**config.mk**
```make
export PLATFORM = sky130hd
export DESIGN_NAME = ram_ext_loader
export DESIGN_NICKNAME = d
export VERILOG_FILES = /design/src/rtl/ram_ext_loader.sv
export SDC_FILE = /design/constraint.sdc
export NUM_CORES = 1
export LEC_CHECK = 0
export BUFFER_PORTS_ARGS = -buffer_cell sky130_fd_sc_hd__buf_2
export CAP_MARGIN = 20
export CORE_ASPECT_RATIO = 0.75
export CORE_MARGIN = 4
export CORE_UTILIZATION = 25
export CTS_CLUSTER_DIAMETER = 80
export DETAILED_ROUTE_END_ITERATION = 16
export PLACE_DENSITY = 0.43
export SLEW_MARGIN = 20
export SYNTH_ARGS = -nofsm -noshare
export SYNTH_HDL_FRONTEND = slang
export SYNTH_SLANG_ARGS = --single-unit
export TNS_END_PERCENT = 30
```
**constraint.sdc**
```tcl
create_clock -name clk -period 4.2 [get_ports clk]
set_clock_uncertainty 0.05 [all_clocks]
set_input_delay 0.21 -clock clk [delete_from_list [all_inputs] [get_ports clk]]
set_output_delay 0.21 -clock clk [all_outputs]
set_load 0.01 [all_outputs]
```
**src/rtl/ram_ext_loader.sv**
```systemverilog
// Byte-stream loader: packs 8 bytes (first byte in the MSBs) per 64-bit word and
// writes consecutive words into the RAM external port starting at a programmed base.
module ram_ext_loader #(
  parameter int unsigned ADDR_W = 7,
  parameter int unsigned DATA_W = 64,
  parameter int unsigned BYTE_W = 8
) (
  input  logic              clk,
  input  logic              rst,
  input  logic              start,
  input  logic [ADDR_W-1:0] base_addr,
  input  logic [7:0]        word_cnt,
  input  logic              s_valid,
  input  logic [BYTE_W-1:0] s_data,
  output logic              s_ready,
  output logic              ram_mode,
  output logic              ram_we,
  output logic [ADDR_W-1:0] ram_ext_addr,
  output logic [DATA_W-1:0] ram_ext_data,
  output logic              busy,
  output logic              done
);

  localparam int unsigned BYTES  = DATA_W / BYTE_W;
  localparam int unsigned BIDX_W = $clog2(BYTES);

  typedef enum logic [1:0] {
    IDLE    = 2'd0,
    COLLECT = 2'd1,
    WRITE   = 2'd2,
    DONE    = 2'd3
  } state_t;

  state_t              state;
  state_t              state_nxt;
  logic [ADDR_W-1:0]   base_q;
  logic [7:0]          cnt_q;
  logic [7:0]          word_idx;
  logic [BIDX_W-1:0]   byte_idx;
  logic [DATA_W-1:0]   pack;
  logic [DATA_W-1:0]   pack_nxt;
  logic                accept;
  logic                last_byte;

  assign accept    = (state == COLLECT) && s_valid;
  assign last_byte = accept && (byte_idx == BIDX_W'(BYTES - 1));

  // Pack register with the incoming byte dropped into its slot
  always_comb begin
    pack_nxt = pack;
    for (int unsigned i = 0; i < BYTES; i++) begin
      if (byte_idx == BIDX_W'(i)) begin
        pack_nxt[DATA_W-1-BYTE_W*i -: BYTE_W] = s_data;
      end
    end
  end

  always_ff @(posedge clk) begin
    if (rst) begin
      state <= IDLE;
    end else begin
      state <= state_nxt;
    end
  end

  always_comb begin
    state_nxt = state;
    case (state)
      IDLE:    if (start) state_nxt = (word_cnt == 8'd0) ? DONE : COLLECT;
      COLLECT: if (last_byte) state_nxt = WRITE;
      WRITE:   state_nxt = (8'(word_idx + 8'd1) == cnt_q) ? DONE : COLLECT;
      DONE:    state_nxt = IDLE;
      default: state_nxt = IDLE;
    endcase
  end

  always_comb begin
    s_ready  = 1'b0;
    ram_mode = 1'b0;
    ram_we   = 1'b0;
    busy     = 1'b0;
    done     = 1'b0;
    case (state)
      COLLECT: begin
        s_ready  = 1'b1;
        ram_mode = 1'b1;
        busy     = 1'b1;
      end
      WRITE: begin
        ram_mode = 1'b1;
        ram_we   = 1'b1;
        busy     = 1'b1;
      end
      DONE:    done = 1'b1;
      default: ;
    endcase
  end

  // Address/data are loaded on the 8th byte so they are valid during WRITE and hold afterwards
  always_ff @(posedge clk) begin
    if (rst) begin
      base_q       <= '0;
      cnt_q        <= '0;
      word_idx     <= '0;
      byte_idx     <= '0;
      pack         <= '0;
      ram_ext_addr <= '0;
      ram_ext_data <= '0;
    end else begin
      case (state)
        IDLE: begin
          if (start) begin
            base_q   <= base_addr;
            cnt_q    <= word_cnt;
            word_idx <= '0;
            byte_idx <= '0;
            pack     <= '0;
          end
        end
        COLLECT: begin
          if (accept) begin
            pack     <= pack_nxt;
            byte_idx <= BIDX_W'(byte_idx + 1'b1);
          end
          if (last_byte) begin
            ram_ext_addr <= ADDR_W'(base_q + word_idx[ADDR_W-1:0]);
            ram_ext_data <= pack_nxt;
          end
        end
        WRITE: begin
          word_idx <= 8'(word_idx + 8'd1);
          byte_idx <= '0;
        end
        default: ;
      endcase
    end
  end

endmodule

```
## After elaboration in Yosys (flattened, before gate mapping)

Cells that the tools add are included.

| operators by class | value |
|---|---|
| add/sub/neg operators | 3 |
| equality and inequality tests | 14 |
| reductions and logical operators | 15 |
| mux-type cells | 25 |

Operators with widths:

| cell | count |
|---|---|
| $mux 64 | 2 |
| $pmux 64 s2 | 1 |
| $mux 8 | 9 |
| $pmux 8 s2 | 1 |
| $eq 3x3->1 const B | 4 |
| $pmux 3 s3 | 1 |
| $add 8x1->8 const B | 1 |
| $eq 8x8->1 | 1 |
| $logic_not 8->1 | 1 |
| $mux 2 | 4 |
| $pmux 2 s4 | 1 |
| $reduce_and 2->1 | 4 |
| $add 7x7->7 | 1 |
| $eq 3x2->1 const B | 2 |
| $mux 3 | 2 |
| $ne 2x2->1 const B | 3 |
| $reduce_and 3->1 | 2 |
| $eq 2x2->1 const B | 2 |
| $mux 1 | 4 |
| $reduce_bool 2->1 | 2 |
| $add 3x1->3 const B | 1 |
| $eq 3x1->1 const B | 1 |
| $logic_not 3->1 | 1 |
| $reduce_bool 3->1 | 1 |
| 4 further kinds | 5 |

| storage, ports and cells | value |
|---|---|
| register bits after elaboration | 163 |
| output and inout port bits | 76 |
| bits of input ports | 27 |
| logic and storage cells | 65 |

## Longest topological paths before layout

Gate-level depths: netlist (run 1).

| depth | value |
|---|---|
| depth in word-level cells | 5 |
| mapped depth | 11 |
| gate-level depth less buffers | 9 |

## Least setup slack after synthesis (run 1)

OpenSTA, ideal clock, no wires.

| path | value |
|---|---|
| path kind | reg2reg |
| start point | register word_idx[0] |
| end point | register state[1] |
| library setup time | 0.074 ns |
| path slack | 2.258 ns |
| data arrival time | 1.818 ns |
| buffers on the path | 1 |
| cell stages (with the launch flop) | 9 |
| required time | 4.076 ns |
| cell sequence | dfxtp_1 > ha_1 > buf_6 > and3_4 > and3_4 > or4_4 > o211ai_2 > nand4_1 > a31oi_1 |

| on the way | value |
|---|---|
| longest elaborated chain between the ends | 4 |

Ends and longest elaborated chain:

| item | line | text |
|---|---|---|
| start, declared | 38 | `logic [7:0] word_idx;` |
| start signal, assigned | 131 | `word_idx <= 8'(word_idx + 8'd1);` |
| $add 8x1->8 | 71 | `WRITE: state_nxt = (8'(word_idx + 8'd1) == cnt_q) ? DONE : COLLECT;` |
| $eq 8x8->1 | 71 |  |
| $mux 2 | 71 |  |
| $pmux 2 s4 | 68 | `case (state)` |
| end signal, assigned | 62 | `state <= state_nxt;` |
| end, declared | 34 | `state_t state;` |

Every way passes these cells.
A chain may end at the register's enable or synchronous reset.

## Worst setup path after layout (run 1)

| path | value |
|---|---|
| start point | register state[1] |
| end point | register pack[51] |

| on the way | value |
|---|---|
| longest elaborated chain between the ends | 4 |
| elaborated cells on any way between the ends | 8 |
| those cells by class | eq/ne: 3; mux: 1; reduce/logical: 4 |

Ends and longest elaborated chain:

| item | line | text |
|---|---|---|
| $eq 2x1->1 | 45, 110 |  |
| $logic_and 1x1->1 | 45 | `assign accept = (state == COLLECT) && s_valid;` |
| $ne 2x2->1 (no line) | -- |  |
| $reduce_and 3->1 (no line) | -- |  |
| end signal, assigned | 122 | `pack <= pack_nxt;` |
| end, declared | 40 | `logic [DATA_W-1:0] pack;` |

Parallel ways exist; a longest one is shown, timed or not.

==> run metrics, run 1 <==
Final setup violation count=0; number of slew-limit violations in the final report=0; met2 usage=0.1980; number of enable flip-flop cells after synthesis=0; met3 usage=0.03065; number of nets with antenna violations after detailed routing=0; Via Count=5684; Fin Setup TNS=0 ps; global-route usage over all layers=0.1335; most instantiated flip-flop cell in the synthesis netlist=dfxtp_1; data arrival at the endpoint of the critical path=3170 ps; TritonCTS clock tree=built; grt ovf=0; minimum period implied by the final worst setup slack=2861 ps; drt wl/cell=16.13 µm; final worst hold slack=9.502 ps; number of flip-flops and latches in the synthesized netlist=155; Slew HR=0.4175; maximum clock insertion buffer count=2; share of the synthesized area in the top cell type=0.4607; number of buffers inserted by post-CTS setup repair=0; leakage=3.032 nW; element type at the critical path end=flop; Filler cells=2797; share of cells above drive strength 1=0.1848; width of the die=197.5 µm; post-DR vias/cell=4.678; cell at the slowest stage of the critical path=nor2b_1; number of standard-cell rows in the floorplan=51; number of antenna violations at the first check in global routing=0; num ports=103; quantity of I/O buffers inserted on ports=102; Die Footprint=0.02966 mm²; Crit Path Max Fanout=13; total length of routed wires=19600 µm; Yosys top cell by area=dfxtp_1; initial DRC count=414; H-tree lvl count=4; sinks on the clock net=155; type of the tightest min-delay check=in2reg; required arrival time at the worst endpoint=4500 ps; overall power=3.887 mW; highest ir drop seen on vdd=0.2249 mV; Max Clk Rate=349.5 MHz; Net Count, Synth=825; number of buffers created by CTS=17; launching element type of the critical path=flop; cells taking the most area after synthesis=dfxtp_1 (46%), nor2_1 (7.3%), a22oi_1 (6.9%), nand2_1 (6.4%), mux2i_1 (5.1%); clk_lat worst skew=420 ps; final worst-path cycle share=0.6812; Max Cap Violations=0; final weighted congestion in routability-driven placement=0.7403; unique cell type count in the Yosys netlist=50; drt pass-1 iters=5; clock transition at the register clock pins on the worst setup and hold paths after CTS=70 ps; crit-path cells=inv_1 > ha_1 > nand2b_1 > nand3_1 > nor2b_1 > a22oi_1 > nor2_1; share of synthesized area occupied by flip-flops and latches=0.4607; Resize count post-CTS=0; initial core utilization=0.2568; global-route wire length before repair=31290 µm; post-synthesis instance area=0.006735 mm²; RSZ-0062 raised after global routing=no; floorplan core area=0.02623 mm²; maximum number of pins on one net before global-route repair=76; cells after synthesis=780; run status=finished, final reports clean; fraction of registers with async set or reset after synthesis=0; mean instance size in the synthesized netlist=8.635 µm²; commonest cells after routing, fill and taps aside=dfxtp_1 (155), nor2_1 (131), nand2_1 (114); DP Wirelength=12920 µm; Crit path largest cell delay=740 ps; area delta synth->final=21.33%; global-route met1 utilization=0.1935; count of inserted antenna diode cells=0; transition time at the pin with the least slew margin=871.3 ps; die span in y=150.1 µm; fin nets=903; number of global-route vias before repair=5471; Hold Violations, Final=0; most frequent standard cell in the layout excluding fill and tap cells=dfxtp_1; power density of the placed cells=475.7 mW/mm²; most crowded layer after global routing=met2; Clock Root Buffer=clkbuf_16; number of synthesis warnings=0; DRC Markers=0; Worst Setup Path Type=reg2reg
-- cell families after synthesis --
family / after synthesis / share of synthesized area
flip-flops: 155 / 0.4607
multiplexers: 34 / 0.05053
AND/OR/NAND/NOR: 294 / 0.1861
XOR/XNOR: 14 / 0.01821
adder cells (fa/ha/maj): 18 / 0.03455
buffers and inverters: 79 / 0.05350
AO/OA/AOI/OAI: 186 / 0.1964
-- critical path, delay by kind of cell, from the launching register on --
kind	cells	cell delay [ps]
AOI/OAI and AO/OA	1	180
adders and majority gates	1	290
buffers and inverters	1	90
DFF	1	390
and+or+nand+nor	4	1790
-- per-stage QoR --
stage | setup WS [ps] | instance area, µm² | utilization | std cells
6_report | 1339 | 8172 | 0.3116 | 1215
5_1_grt | 1022 | 8172 | 0.3116 | 1215
4_1_cts | 1352 | 8172 | 0.3116 | 1215
3_5_place_dp | 1374 | 7436 | 0.2835 | 1170
3_3_place_gp | 1450 | 7436 | 0.2835 | 1170
2_1_floorplan | 2258 | 6735 | - | 780
-- what timing repair did --
action | 4_1_cts | 5_1_grt
setup endpoints to repair | 0 | 0
endpoints found under the hold margin | 13 | 0
hold buffers | 13 | 0
-- registers in the layout (all words and copies together) (netlist names) --
| signal | flops |
|---|---|
| ram_ext_data | 64 |
| pack | 56 |
| cnt_q | 8 |
| word_idx | 8 |
| base_q | 7 |
| ram_ext_addr | 7 |
| byte_idx | 3 |
| state | 2 |
-- routing by layer --
metal,vias to the layer above,routed length (µm)
met4,0,269
met5,-,0
met3,16,721
met1,2664,10190
li1,2897,-
met2,107,8417
-- layout make-up --
class / count / area [µm²] / share of cell area
timing repair buffer: 122 / 695.7 / 0.08513
inverter: 16 / 60.06 / 0.007350
clock inverter: 15 / 180.2 / 0.02205
multi-input combinational: 546 / 3277 / 0.4010
tap: 344 / 430.4 / 0.05267
clock buffer: 17 / 425.4 / 0.05206
sequential: 155 / 3103 / 0.3797
-- synth_stat cells, types with 5 or more instances --
cell type,number
buf_2,13
xnor2_1,9
a22oi_1,62
nor2b_1,8
ha_1,17
xor2_1,5
nor3_1,6
nor2_1,131
mux2i_1,34
nand3_1,8
inv_1,13
o21ai_0,9
nand2_1,114
a21oi_1,35
a211oi_1,33
a21o_1,5
a311oi_1,25
clkbuf_1,39
dfxtp_1,155
o21ai_2,6
-- final timing paths --
kind,depth (start not counted),startpoint,slack [ps],end
worst max-delay path,7,state[1],1340,pack[51]
worst min-delay path,3,base_addr[2],10,base_q[2]
worst max register to register,7,state[1],1340,pack[51]
worst min register to register,2,ram_ext_addr[3],400,ram_ext_addr[3]
-- where the power goes --
| group | switching (mW) | total [mW] | internal (mW) |
|---|---|---|---|
| Combinational | 0.525 | 0.741 | 0.216 |
| Clock | 0.694 | 1.59 | 0.898 |
| Sequential | 0.0384 | 1.55 | 1.52 |
| Total | 1.26 | 3.89 | 2.63 |
Power figures use the tool's default switching activity.
==> inputs of run 2 (changes only) <==
Settings changed: PLACE_DENSITY 0.43 to 0.44.
Clock period 4.2 ns to 2.3 ns, I/O delays scaled along.
==> run 2 against run 1 <==
Die area unchanged; register-to-register slack worse by 1200 ps; first-iteration DRC count down 21%; critical path depth up 1; critical path type unchanged; largest power group unchanged; highest routed layer unchanged.
==> run metrics, run 2 (synthesis results as in run 1) <==
run status=finished, final reports clean; initial core utilization=0.2568 (unchanged); final weighted congestion in routability-driven placement=0.7656 (+3.4%); global-route met1 utilization=0.1876 (-0.005927); minimum period implied by the final worst setup slack=2132 ps (-728.9 ps); number of buffers inserted by post-CTS setup repair=0 (unchanged); clock transition at the register clock pins on the worst setup and hold paths after CTS=70 ps (about the same); number of slew-limit violations in the final report=0 (unchanged); leakage=3.126 nW (+3.1%); commonest cells after routing, fill and taps aside=dfxtp_1 (155), nor2_1 (131), nand2_1 (114); required arrival time at the worst endpoint=2590 ps (-1910 ps); most frequent standard cell in the layout excluding fill and tap cells=dfxtp_1; quantity of I/O buffers inserted on ports=102 (unchanged); DRC Markers=0 (unchanged); Slew HR=0.5171 (+0.09959); Regs by FF count=ram_ext_data x64, pack x56; grt ovf=0 (unchanged); fin nets=919 (+1.8%); register bank with the most flops=ram_ext_data; clk_lat worst skew=430 ps (about the same); Clock Root Buffer=clkbuf_16; global-route wire length before repair=31210 µm (-0.27%); total length of routed wires=19620 µm (+0.14%); met3 usage=0.03400 (+0.003356); sinks on the clock net=155 (unchanged); max reg flops=64 (unchanged); Fin Setup TNS=0 ps (unchanged); final worst hold slack=76.14 ps (+66.64 ps); RSZ-0062 raised after global routing=no; Max Cap Violations=0 (unchanged); maximum number of pins on one net before global-route repair=82 (+7.9%); number of nets with antenna violations after detailed routing=0 (unchanged); Crit Path Max Fanout=9 (-4); Via Count=5721 (+0.65%); Die Footprint=0.02966 mm² (unchanged); num ports=103 (unchanged); Max Clk Rate=469.0 MHz (+34%); drt wl/cell=15.93 µm (-1.2%); drt pass-1 iters=5 (unchanged); met2 usage=0.2011 (+0.003080); area delta synth->final=24.04%; TritonCTS clock tree=built; highest ir drop seen on vdd=0.4594 mV (+100%); launching element type of the critical path=flop; number of standard-cell rows in the floorplan=51 (unchanged); number of buffers created by CTS=17 (unchanged); transition time at the pin with the least slew margin=719.5 ps (-151.8 ps); die span in y=150.1 µm (unchanged); initial DRC count=325 (-21%); element type at the critical path end=flop; final worst-path cycle share=0.9270 (+0.2458); DP Wirelength=13000 µm (+0.65%); number of antenna violations at the first check in global routing=1 (+1); maximum clock insertion buffer count=2 (unchanged); Worst Setup Path Type=reg2reg; type of the tightest min-delay check=in2reg; number of global-route vias before repair=5571 (+1.8%); Hold Violations, Final=0 (unchanged); post-DR vias/cell=4.644 (-0.74%); most crowded layer after global routing=met2; floorplan core area=0.02623 mm² (unchanged); global-route usage over all layers=0.1327 (-0.0008543); power density of the placed cells=867.6 mW/mm² (+82%); share of cells above drive strength 1=0.1995 (+0.01470); H-tree lvl count=4 (unchanged); Filler cells=2741 (-2.0%); data arrival at the endpoint of the critical path=2420 ps (-750 ps); Final setup violation count=0 (unchanged); width of the die=197.5 µm (unchanged)
[run 2: cell count changes in the layout (fill, tap and decap cells not counted), sizes merged]
cell | previous run | this run
bufinv | 2 | 3
diode | 0 | 1
clkinvlp | 3 | 2
clkbuf | 17 | 18
inv | 20 | 19
buf | 109 | 123
dlygate4sd3 | 13 | 15
[run 2: timing repair]
action | in CTS | in global routing
setup endpoints to repair | 0 | 18
hold endpoints to repair | 16 | 0
hold buffers | 15 | 0
resized for setup | 0 | 3
[run 2: worst max-delay path: stages (launching register included)]
cell and delay, ps:
dfxtp_1 380, inv_1 80, ha_1 210, buf_4 170, nor2b_1 190, buf_4 170
nor3b_2 520, a22oi_1 180, nor2_1 110
[run 2: final timing paths]
kind	startpoint	end	slack (ps)	depth (start not counted)
worst max-delay path	state[0]	pack[63]	170	8
worst min-delay path	s_data[4]	ram_ext_data[4]	80	3
worst max register to register	state[0]	pack[63]	170	8
worst min register to register	ram_ext_addr[2]	ram_ext_addr[2]	400	2
[run 2: area by class of cell]
class	instances	area, µm²	share of cell area
diodes	1	2.502	0.0002995
multi-input cells	546	3288	0.3936
flip-flops and latches	155	3103	0.3714
well taps	344	430.4	0.05152
clock buffers	18	429.2	0.05137
repair buffers	138	858.3	0.1027
inverters	16	60.06	0.007189
clock inverters	14	182.7	0.02187
[run 2: power by group]
| group | internal, mW | switching, mW | total, mW |
|---|---|---|---|
| Clock | 1.74 | 1.23 | 2.97 |
| Sequential | 2.77 | 0.0672 | 2.83 |
| Combinational | 0.443 | 1.00 | 1.44 |
[run 2: per-stage QoR]
stage / total power, mW / cell area [µm²] / utilization / worst slack (ps) / std cells
floorplan: 3.911 / 6735 / - / 357.7 / 780
global placement: 4.321 / 7579 / 0.2890 / 229.9 / 1184
detailed placement: 4.317 / 7579 / 0.2890 / 208.8 / 1184
CTS: 7.320 / 8341 / 0.3180 / 156.2 / 1231
global route: 7.596 / 8354 / 0.3185 / 18.25 / 1232
finish: 7.248 / 8354 / 0.3185 / 167.8 / 1232
[run 2: metal layers]
metal  share of wire  wire (µm)
met5               0          0
met4           0.014        266
met3           0.044        858
met2            0.43       8533
met1            0.51       9966
==> inputs of run 3 (changes only) <==
--- a/constraint.sdc
+++ b/constraint.sdc
@@ -4,2 +4,2 @@
 set_output_delay 0.115 -clock clk [all_outputs]
-set_load 0.01 [all_outputs]
+set_load 0.1 [all_outputs]
==> run 3 against run 2 <==
Combinational power increased by 25%; flip-flop and latch count did not move; non-clock buffer count rose by 9.
==> run metrics, run 3 (synthesis results as in run 1) <==
Max Cap Violations=0 (unchanged); Fin Setup TNS=0 ps (unchanged); Filler cells=2773 (+1.2%); number of antenna violations at the first check in global routing=0 (-1); Crit Path Max Fanout=8 (-1); clock transition at the register clock pins on the worst setup and hold paths after CTS=70 ps (about the same); startpoint of the lowest-slack hold path=s_data[3]; Crit path largest cell delay=520 ps (about the same); cell mode on critical path=and3_4; commonest cells after routing, fill and taps aside=dfxtp_1 (155), nor2_1 (131), nand2_1 (113); crit path setup slack, layout=217.0 ps (+49.24 ps); number of global-route vias before repair=5766 (+3.5%); Final setup violation count=0 (unchanged); maximum clock insertion buffer count=2 (unchanged); crit-path cells=ha_1 > and3_4 > and3_4 > or4_4 > o211ai_2 > nand4_1 > a31oi_1; register bank with the most flops=ram_ext_data; H-tree lvl count=4 (unchanged); power density of the placed cells=889.0 mW/mm² (+2.5%); data arrival at the endpoint of the critical path=2380 ps (-40 ps); max reg flops=64 (unchanged); launching element type of the critical path=flop; reg2reg path depth=7 (-1); Slew HR=0.5398 (+0.02274); clk_lat worst skew=420 ps (about the same); total length of routed wires=19580 µm (-0.25%); floorplan core area=0.02623 mm² (unchanged); RSZ-0062 raised after global routing=no; Via Count=5757 (+0.63%); number of slew-limit violations in the final report=0 (unchanged); global-route usage over all layers=0.1352 (+0.002581); area delta synth->final=24.73%; num ports=103 (unchanged); area of placed instances=0.007584 mm² (about the same); quantity of I/O buffers inserted on ports=102 (unchanged); fin nets=928 (+0.98%); cell at the slowest stage of the critical path=or4_4; final worst-path cycle share=0.9056 (-0.02141); area occupied by multi-input gates=0.003283 mm² (-0.15%); Worst R2R End=state[1]; Worst Setup Path Type=reg2reg; total non-filler cell area in the finished layout=0.008401 mm² (+0.55%); highest ir drop seen on vdd=0.4980 mV (+8.4%); startpoint of the most critical register-to-register path=word_idx[0]; final weighted congestion in routability-driven placement=0.7482 (-2.3%); Regs by FF count=ram_ext_data x64, pack x56; TritonCTS clock tree=built; slack of the worst reg-to-reg path=220 ps (+50 ps); drt wl/cell=15.79 µm (-0.89%); Max Clk Rate=480.1 MHz (+2.4%); DP Wirelength=13150 µm (+1.1%); initial core utilization=0.2568 (unchanged); number of nets with antenna violations after detailed routing=0 (unchanged); Hold Violations, Final=0 (unchanged); Clock Root Buffer=clkbuf_16; maximum number of pins on one net before global-route repair=79 (-3.7%); width of the die=197.5 µm (unchanged); die span in y=150.1 µm (unchanged); Worst Path Buf+Inv=0 (-3); area used by sequential logic in the layout=0.003103 mm² (unchanged); sinks on the clock net=155 (unchanged); initial DRC count=269 (-17%); required arrival time at the worst endpoint=2600 ps (about the same); grt ovf=0 (unchanged); leakage=3.164 nW (+1.2%); hold-critical path depth=3 (unchanged); Die Footprint=0.02966 mm² (unchanged); minimum period implied by the final worst setup slack=2083 ps (-49.24 ps); number of standard-cell rows in the floorplan=51 (unchanged); number of buffers created by CTS=17 (unchanged); count of inserted antenna diode cells=0 (-1); drt pass-1 iters=5 (unchanged); number of buffers inserted by post-CTS setup repair=0 (unchanged); global-route wire length before repair=32020 µm (+2.6%); post-DR vias/cell=4.643 (about the same); most frequent standard cell in the layout excluding fill and tap cells=dfxtp_1; share of cells above drive strength 1=0.2009 (+0.001344); placement-stage worst setup slack=243.2 ps (+34.36 ps); element type at the critical path end=flop; transition time at the pin with the least slew margin=685.7 ps (-33.89 ps); type of the tightest min-delay check=in2reg; endpoint of the worst hold-timing path=ram_ext_data[3]; run status=finished, final reports clean; DRC Markers=0 (unchanged); kind of cell adding the most delay to the critical path=simple AND/OR/NAND/NOR gates; Crit. path cell count=7 (-1)
[run 3: timing repair]
item / CTS / global route
endpoints found under the setup margin: 0 / 6
hold endpoints to repair: 18 / 0
gates resized for setup: 0 / 2
hold buffers: 22 / 0
[run 3: cell type report]
class,instances,area share
multi-input cells,546,0.3908
repair buffers,147,0.1108
clock inverters,14,0.01832
flip-flops and latches,155,0.3694
clock buffers,18,0.05228
well taps,344,0.05124
inverters,16,0.007149
[run 3: power by group]
part           internal [mW]  total [mW]  switching, mW
combinational          0.467        1.80           1.34
sequential              2.77        2.84         0.0689
clock                   1.57        2.83           1.26
total                   4.80        7.47           2.67
[run 3: per-layer routing]
layer  global-route usage  routed length (µm)  up-vias
met5                    0                   0        -
met4              0.03613                 191        0
met3              0.03289                 981       10
met2               0.2065                8421       92
met1               0.1916                9980     2714
li1                     -                   -     2941
[run 3: how the worst max path moves through the flow]
stage / from / endpoint / slack, ps
finish: word_idx[0] / state[1] / 220
global placement: word_idx[0] / state[1] / 290
floorplan: state[0] / state[1] / 50
CTS: state[0] / base_q[2] / 50
global route: state[0] / pack[13] / 30
detailed placement: state[0] / pack[15] / 240
[run 3: metrics by stage]
stage | std cells | util | total power, mW | hold slack [ps]
finish | 1240 | 0.3203 | 7.468 | 79.52
floorplan | 780 | - | 4.269 | 201.0
CTS | 1240 | 0.3202 | 7.571 | 59.17
global placement | 1186 | 0.2892 | 4.669 | 314.2
detailed placement | 1186 | 0.2892 | 4.659 | 316.2
global route | 1240 | 0.3203 | 7.865 | 77.06
[run 3: tightest hold or removal path: stages]
cell and delay (ps):
buf_2 220, nand2_1 100, a21oi_1 60
